**src/rtl/bk_sub_pipe_pkg.sv**
```systemverilog
// Shared types and helpers for the pipelined Brent-Kung subtractor.
// Group terms are kept as (propagate, generate) pairs per prefix-tree node.
package bk_sub_pipe_pkg;

    localparam int WIDTH_C = 16;

    typedef enum logic {
        IDLE   = 1'b0,
        IN_PKT = 1'b1
    } state_t;

    typedef struct packed {
        logic p;
        logic g;
    } pg_t;

    // Level 2 = bit pairs, level 3 = quads, level 4 = octets, level 5 = full word.
    typedef struct packed {
        pg_t       l5;
        pg_t [1:0] l4;
        pg_t [3:0] l3;
        pg_t [7:0] l2;
    } grp_t;

    function automatic pg_t pg_comb(input pg_t hi, input pg_t lo);
        pg_t r;
        r.p = hi.p & lo.p;
        r.g = hi.g | (hi.p & lo.g);
        return r;
    endfunction

    function automatic logic pg_carry(input pg_t t, input logic c);
        return t.g | (t.p & c);
    endfunction

endpackage

```
**src/rtl/bk_prefix_core.sv**
```systemverilog
// Combinational 16-bit Brent-Kung prefix core: up-sweep of group P/G terms and
// down-sweep of carries c[16:1] from those terms plus the carry-in.
module bk_prefix_core
    import bk_sub_pipe_pkg::*;
(
    input  pg_t [WIDTH_C-1:0] bit_pg,
    input  grp_t              grp_in,
    input  logic              cin,
    output grp_t              grp_out,
    output logic [WIDTH_C:1]  carry
);

    logic [WIDTH_C:0] c;
    logic             grp_unused;

    always_comb begin
        grp_out = '0;
        for (int j = 0; j < 8; j++) grp_out.l2[j] = pg_comb(bit_pg[2*j+1], bit_pg[2*j]);
        for (int j = 0; j < 4; j++) grp_out.l3[j] = pg_comb(grp_out.l2[2*j+1], grp_out.l2[2*j]);
        for (int j = 0; j < 2; j++) grp_out.l4[j] = pg_comb(grp_out.l3[2*j+1], grp_out.l3[2*j]);
        grp_out.l5 = pg_comb(grp_out.l4[1], grp_out.l4[0]);
    end

    // Back-tree: power-of-two carries come straight from the spans rooted at bit 0,
    // the rest fill in from the nearest lower carry.
    always_comb begin
        c     = '0;
        c[0]  = cin;
        c[16] = pg_carry(grp_in.l5, cin);
        c[8]  = pg_carry(grp_in.l4[0], cin);
        c[4]  = pg_carry(grp_in.l3[0], cin);
        c[12] = pg_carry(grp_in.l3[2], c[8]);
        for (int j = 0; j < 4; j++) c[4*j+2] = pg_carry(grp_in.l2[2*j], c[4*j]);
        for (int j = 0; j < 8; j++) c[2*j+1] = pg_carry(bit_pg[2*j], c[2*j]);
    end

    assign carry = c[WIDTH_C:1];

    // Interior nodes only the up-sweep needs.
    assign grp_unused = ^{grp_in.l4[1], grp_in.l3[1], grp_in.l3[3],
                          grp_in.l2[1], grp_in.l2[3], grp_in.l2[5], grp_in.l2[7]};

endmodule

```
**src/rtl/bk_sub_pipe.sv**
```systemverilog
// Two-stage streaming multi-word subtractor: S1 registers carry-independent P/G
// terms, S2 resolves carries with the chained borrow and registers the results.
module bk_sub_pipe
    import bk_sub_pipe_pkg::*;
#(
    parameter int WIDTH      = 16,
    parameter bit SIGNED_CMP = 1'b0
) (
    input  logic             clk,
    input  logic             rst,
    input  logic             in_valid,
    output logic             in_ready,
    input  logic             in_first,
    input  logic             in_last,
    input  logic [WIDTH-1:0] a,
    input  logic [WIDTH-1:0] b,
    output logic             out_valid,
    input  logic             out_ready,
    output logic [WIDTH-1:0] diff,
    output logic             borrow_out,
    output logic             out_last,
    output logic             zero,
    output logic             lt,
    output logic             err
);

    localparam int STAGES = 2;

    logic [STAGES:1]    vld_pipe;
    state_t             state, state_nxt;
    logic               err_nxt, carry_reg, adv, in_hs, cin, lt_w;
    logic               s1_first, s1_last;
    pg_t [WIDTH_C-1:0]  in_bit, s1_bit;
    grp_t               in_grp, s1_grp, s2_grp_unused;
    logic [WIDTH_C:1]   c, s1_carry_unused;
    logic [WIDTH_C-1:0] d;

    assign adv       = ~vld_pipe[2] | out_ready;
    assign in_ready  = ~vld_pipe[1] | adv;
    assign in_hs     = in_valid & in_ready;
    assign out_valid = vld_pipe[2];

    // a + ~b: bitwise propagate/generate with b inverted.
    always_comb begin
        in_bit = '0;
        for (int i = 0; i < WIDTH_C; i++) begin
            in_bit[i].p = a[i] ^ ~b[i];
            in_bit[i].g = a[i] & ~b[i];
        end
    end

    bk_prefix_core u_up (
        .bit_pg  (in_bit),
        .grp_in  ('0),
        .cin     (1'b0),
        .grp_out (in_grp),
        .carry   (s1_carry_unused)
    );

    assign cin = s1_first ? 1'b1 : carry_reg;

    bk_prefix_core u_down (
        .bit_pg  (s1_bit),
        .grp_in  (s1_grp),
        .cin     (cin),
        .grp_out (s2_grp_unused),
        .carry   (c)
    );

    always_comb begin
        d = '0;
        for (int i = 0; i < WIDTH_C; i++) d[i] = s1_bit[i].p ^ (i == 0 ? cin : c[i]);
    end

    assign lt_w = SIGNED_CMP ? (d[WIDTH_C-1] ^ c[WIDTH_C-1] ^ c[WIDTH_C]) : ~c[WIDTH_C];

    always_ff @(posedge clk) begin
        if (rst) begin
            vld_pipe   <= '0;
            s1_first   <= 1'b0;
            s1_last    <= 1'b0;
            s1_bit     <= '0;
            s1_grp     <= '0;
            diff       <= '0;
            borrow_out <= 1'b0;
            out_last   <= 1'b0;
            zero       <= 1'b0;
            lt         <= 1'b0;
            err        <= 1'b0;
            carry_reg  <= 1'b1;
        end else begin
            if (in_ready) begin
                vld_pipe[1] <= in_valid;
                if (in_valid) begin
                    s1_first <= in_first;
                    s1_last  <= in_last;
                    s1_bit   <= in_bit;
                    s1_grp   <= in_grp;
                end
            end
            if (adv) begin
                vld_pipe[2] <= vld_pipe[1];
                if (vld_pipe[1]) begin
                    diff       <= d;
                    borrow_out <= ~c[WIDTH_C];
                    out_last   <= s1_last;
                    zero       <= (s1_first | zero) & (d == '0);
                    lt         <= s1_last & lt_w;
                    // A finished packet leaves a clean "no borrow" for whatever follows.
                    carry_reg  <= s1_last ? 1'b1 : c[WIDTH_C];
                end
            end
            err <= err_nxt;
        end
    end

    always_ff @(posedge clk) begin
        if (rst) state <= IDLE;
        else     state <= state_nxt;
    end

    always_comb begin
        state_nxt = state;
        err_nxt   = 1'b0;
        if (in_hs) begin
            err_nxt   = ~in_first & (state == IDLE);
            state_nxt = in_last ? IDLE : IN_PKT;
        end
    end

endmodule
```
**config.mk**
```make
export PLATFORM = sky130hd
export DESIGN_NAME = bk_sub_pipe
export DESIGN_NICKNAME = d
export VERILOG_FILES = /design/src/rtl/bk_sub_pipe_pkg.sv /design/src/rtl/bk_prefix_core.sv /design/src/rtl/bk_sub_pipe.sv
export SDC_FILE = /design/constraint.sdc
export NUM_CORES = 1
export LEC_CHECK = 0
export ABC_CLOCK_PERIOD_IN_PS = 3100
export BUFFER_PORTS_ARGS = -buffer_cell sky130_fd_sc_hd__buf_4
export CORE_MARGIN = 3
export CORE_UTILIZATION = 43
export CTS_CLUSTER_DIAMETER = 200
export DETAILED_ROUTE_END_ITERATION = 10
export SLEW_MARGIN = 30
export SYNTH_ARGS = -nofsm -noshare
export SYNTH_HDL_FRONTEND = slang
export SYNTH_SLANG_ARGS = --single-unit
export TNS_END_PERCENT = 1
```
**constraint.sdc**
```tcl
create_clock -name clk -period 3.1 [get_ports clk]
set_clock_uncertainty 0.1 [all_clocks]
set_input_delay 0.155 -clock clk [delete_from_list [all_inputs] [get_ports clk]]
set_output_delay 0.155 -clock clk [all_outputs]
set_load 0.02 [all_outputs]
```
==> flow_metrics.env <==
export IMPL_post_route_cells_drive_above_1_share_pct=18.7
export IMPL_dp_final_hpwl_um=5490
export IMPL_numCtsBuffers=9
export IMPL_clock_sinks=67
export IMPL_yosysWarningCount=0
export IMPL_ff2ff_setup_slack_ns=0.33
export IMPL_grt_pass1_vias=2628
export IMPL_post_route_min_period_ns=2.77
export IMPL_clkPwrFrac_pct=38.6
export IMPL_insertion_delay_ns=0.34
export IMPL_largest_registers="s1_bit (24), diff (16), s1_grp (16)"
export IMPL_sequential_cell_area_mm2=0.00134
export IMPL_crit_chain="or2_1, a21o_1, a21o_1, a21o_1, ha_1, nor4_2, o211ai_1, or4_1, o22ai_2"
export IMPL_finalCritPeriodShare_pct=89.5
export IMPL_synth_compound_area_share_pct=17.6
export IMPL_placed_cell_area_mm2=0.00355
export IMPL_rows=30
export IMPL_timing_final_hold_violations=0
export IMPL_flow_area_growth_from_synthesis_pct=24.0
export IMPL_synth_seq_cells=67
export IMPL_dp_cells=521
export IMPL_power_density_mw_per_mm2=540
export IMPL_final_max_slew_viol_count=0
export IMPL_drc_errors=0
export IMPL_io_pins=61
export IMPL_worst_ep_arrival_ns=2.95
export IMPL_globalRoute_totalOverflow=0
export IMPL_cts_max_level=3
export IMPL_floorplan_initialDensity_pct=44.7
export IMPL_post_synth_fa_ha_maj_area_fraction_pct=9.82
export IMPL_largest_register_ffs=24
export IMPL_postSynthAreaPerCell_um2=7.98
export IMPL_synth_lib_cells_used_distinct=35
export IMPL_wirelength_um=7550
export IMPL_post_synth_inst_count=383
export IMPL_min_path_type="input port to flop"
export IMPL_floorplan_die_height_um=90.3
export IMPL_grt_util_all_layers_pct=19.1
export IMPL_synth_async_reset_ratio_pct=0
export IMPL_crit_path_start="s1_first"
export IMPL_synthesis_area_mm2=0.00306
export IMPL_synth_mux_area_fraction_pct=0
export IMPL_simple_gate_share_of_the_synthesized_area_pct=21.7
export IMPL_critical_path_max_stage_delay_ns=0.55
export IMPL_routed_via_count=2703
export IMPL_rr_startpoint="s1_first"
export IMPL_biggest_register="s1_bit"
export IMPL_critical_path_startpoint_type="flop"
export IMPL_routed_wire_length_per_instance_um=14.0
export IMPL_fmax_ghz=0.360
export IMPL_setup_tns_final_ns=0
export IMPL_max_cap_viol_count=0
export IMPL_setup_repair_after_global_routing_missed_its_margin="no"
export IMPL_largest_family_of_logic_cells_by_synthesized_area="simple AND/OR/NAND/NOR gates"
export IMPL_timing_critical_path_fanout_max=4
export IMPL_num_fill_cells=683
export IMPL_utilization_pct=55.5
export IMPL_cts_resized_gates=0
export IMPL_cp_max_stage_cell="sky130_fd_sc_hd__or4_1"
export IMPL_maximum_number_of_pins_on_one_net_before_global_route_repair=66
export IMPL_worstSetupEndpointType="flop"
export IMPL_fp_dieW_um=90.3
export IMPL_power_switching_fraction_pct=26.9
export IMPL_criticalPathCategory="flop to flop"
export IMPL_power_combinational_fraction_pct=15.4
export IMPL_routed_via_density=5.01
export IMPL_cts_root_to_sink_buffers=2
export IMPL_tightest_slew_ns=0.687
export IMPL_initial_antenna_violation_count=0
export IMPL_final_non_filler_cell_area_mm2=0.00379
export IMPL_cts_tree="built"
export IMPL_power_switching_uw=550
export IMPL_port_buffer_count=60
export IMPL_postSynth_topFlopCell="sky130_fd_sc_hd__dfxtp_1"
export IMPL_finalSetupViolCount=0
export IMPL_worst_slew_margin_rel_pct=54.1
export IMPL_grt_pass1_wl_um=12600
export IMPL_drt_pre_antenna_iters=4
export IMPL_cts_setup_buffers=0
export IMPL_synth_xor_xnor_area_share_pct=1.68
export IMPL_synth_nets=445
export IMPL_timing_critical_path_required_ns=3.27
export IMPL_timing_hold_worst_start="in_valid"
export IMPL_yosysSeqAreaShare_pct=43.9
export IMPL_run_status="finished clean"
export IMPL_internal_power_uw=1500
export IMPL_antenna_cells_inserted=0
export IMPL_p_leak_uw=0.00167
export IMPL_drtAntennaViolNets=0
export IMPL_design_die_area_mm2=0.00816
export IMPL_library_cell_used_as_clock_root_buffer="sky130_fd_sc_hd__clkbuf_8"
export IMPL_max_vdd_ir_drop_mv=0.241
export IMPL_core_area_mm2=0.00683
export IMPL_drt_iter0_markers=121
export IMPL_worst_slack_ns=0.325
export IMPL_place_gp_congestion=0.783
export IMPL_critical_path_top_cell_by_count="sky130_fd_sc_hd__a21o_1"
export IMPL_pwr_share_seq_pct=45.9
export IMPL_final_cell_count_no_fill=539
export IMPL_multi_input_comb_area_mm2=0.00155
export IMPL_path_clk_slew_ns=0.08
export IMPL_finalNetCount=500
export IMPL_dp_worst_setup_slack_ns=0.357
export IMPL_post_synth_edffs=0
-- worst paths after layout --
path | endpoint | cells past startpoint
setup / recovery | zero | 9
hold / removal | vld_pipe[1] | 3
hold reg to reg | err | 1
setup reg to reg | zero | 9
-- timing repair --
action | CTS | global route
hold endpoints to repair | 4 | 0
setup endpoints to repair | 0 | 0
hold buffers | 2 | 0
-- power groups by stage --
| stage | Combinational, uW | Clock [uW] | Sequential [uW] |
|---|---|---|---|
| after floorplan | 191 | 0 | 968 |
| after global placement | 309 | 0 | 960 |
| after detailed placement | 314 | 0 | 960 |
| after CTS | 318 | 805 | 941 |
| after global routing | 356 | 850 | 947 |
| final | 316 | 791 | 941 |
-- logic make-up after synthesis --
group / after synthesis
AND/OR/NAND/NOR: 153
AO/OA/AOI/OAI: 94
flip-flops: 67
buffers and inverters: 40
adder cells (fa/ha/maj): 24
XOR/XNOR: 5
-- placed cells by master, fill, tap and decap left out, drive strengths merged --
cell type / Yosys / final
a211oi: 5 / 5
a21o: 8 / 8
a21oi: 63 / 63
a2bb2oi: 1 / 1
a32oi: 1 / 1
and2: 2 / 2
buf: 12 / 62
bufinv: 0 / 2
clkbuf: 8 / 9
clkinv: 0 / 5
dfxtp: 67 / 67
dlygate4sd3: 0 / 2
ha: 24 / 24
inv: 20 / 20
nand2: 104 / 104
nand2b: 1 / 1
nand3: 5 / 5
nand3b: 1 / 1
nand4: 2 / 2
nand4b: 1 / 1
nor2: 17 / 17
nor2b: 1 / 1
nor3: 8 / 8
nor4: 3 / 3
nor4b: 1 / 1
o211ai: 2 / 2
o21a: 3 / 3
o21ai: 7 / 7
o22ai: 3 / 3
o311ai: 1 / 1
or2: 2 / 2
or3: 3 / 3
or4: 2 / 2
xnor2: 5 / 5
-- per-layer routing --
metal  vias up  share of wire (%)  track usage [%]
met4         0                1.4             7.27
li1       1403                  -                -
met3         9                5.6             4.25
met1      1214                 49             26.7
met2        77                 44             28.7
met5         -                  0                0
-- cell type report --
| cell class | count | share of cell area, % |
|---|---|---|
| multi-input combinational | 276 | 40.9 |
| timing repair buffer | 64 | 12.8 |
| inverter | 20 | 1.98 |
| clock buffer | 9 | 3.27 |
| sequential | 67 | 35.4 |
| tap | 96 | 3.17 |
| clock inverter | 7 | 2.44 |
-- critical path: cells and delay by family (launching register included) --
kind | cells | cell delay (ns)
compound gates | 5 | 0.88
flops | 1 | 0.33
simple gates | 3 | 1.10
fa+ha+maj | 1 | 0.29
-- cell usage after synthesis (all sizes together) (3+ instances only) --
master	n	share of area (%)
xnor2	5	1.7
nand3	5	0.82
o21ai	7	1.1
nor3	8	1.3
inv	20	2.5
o21a	3	0.74
a211oi	5	1.2
dfxtp	67	44
or3	3	0.61
nor2	17	2.1
nor4	3	1.0
ha	24	9.8
a21o	8	2.0
buf	12	1.9
a21oi	63	10
nand2	104	13
clkbuf	8	0.98
o22ai	3	0.82
-- stage by stage --
stage,hold slack [ns],total power [uW]
after floorplan,0.134,1160
after global placement,0.236,1270
after detailed placement,0.239,1270
after CTS,0.0202,2060
after global routing,0.0446,2150
final,0.0349,2050
(Power assumes the default switching activity.)
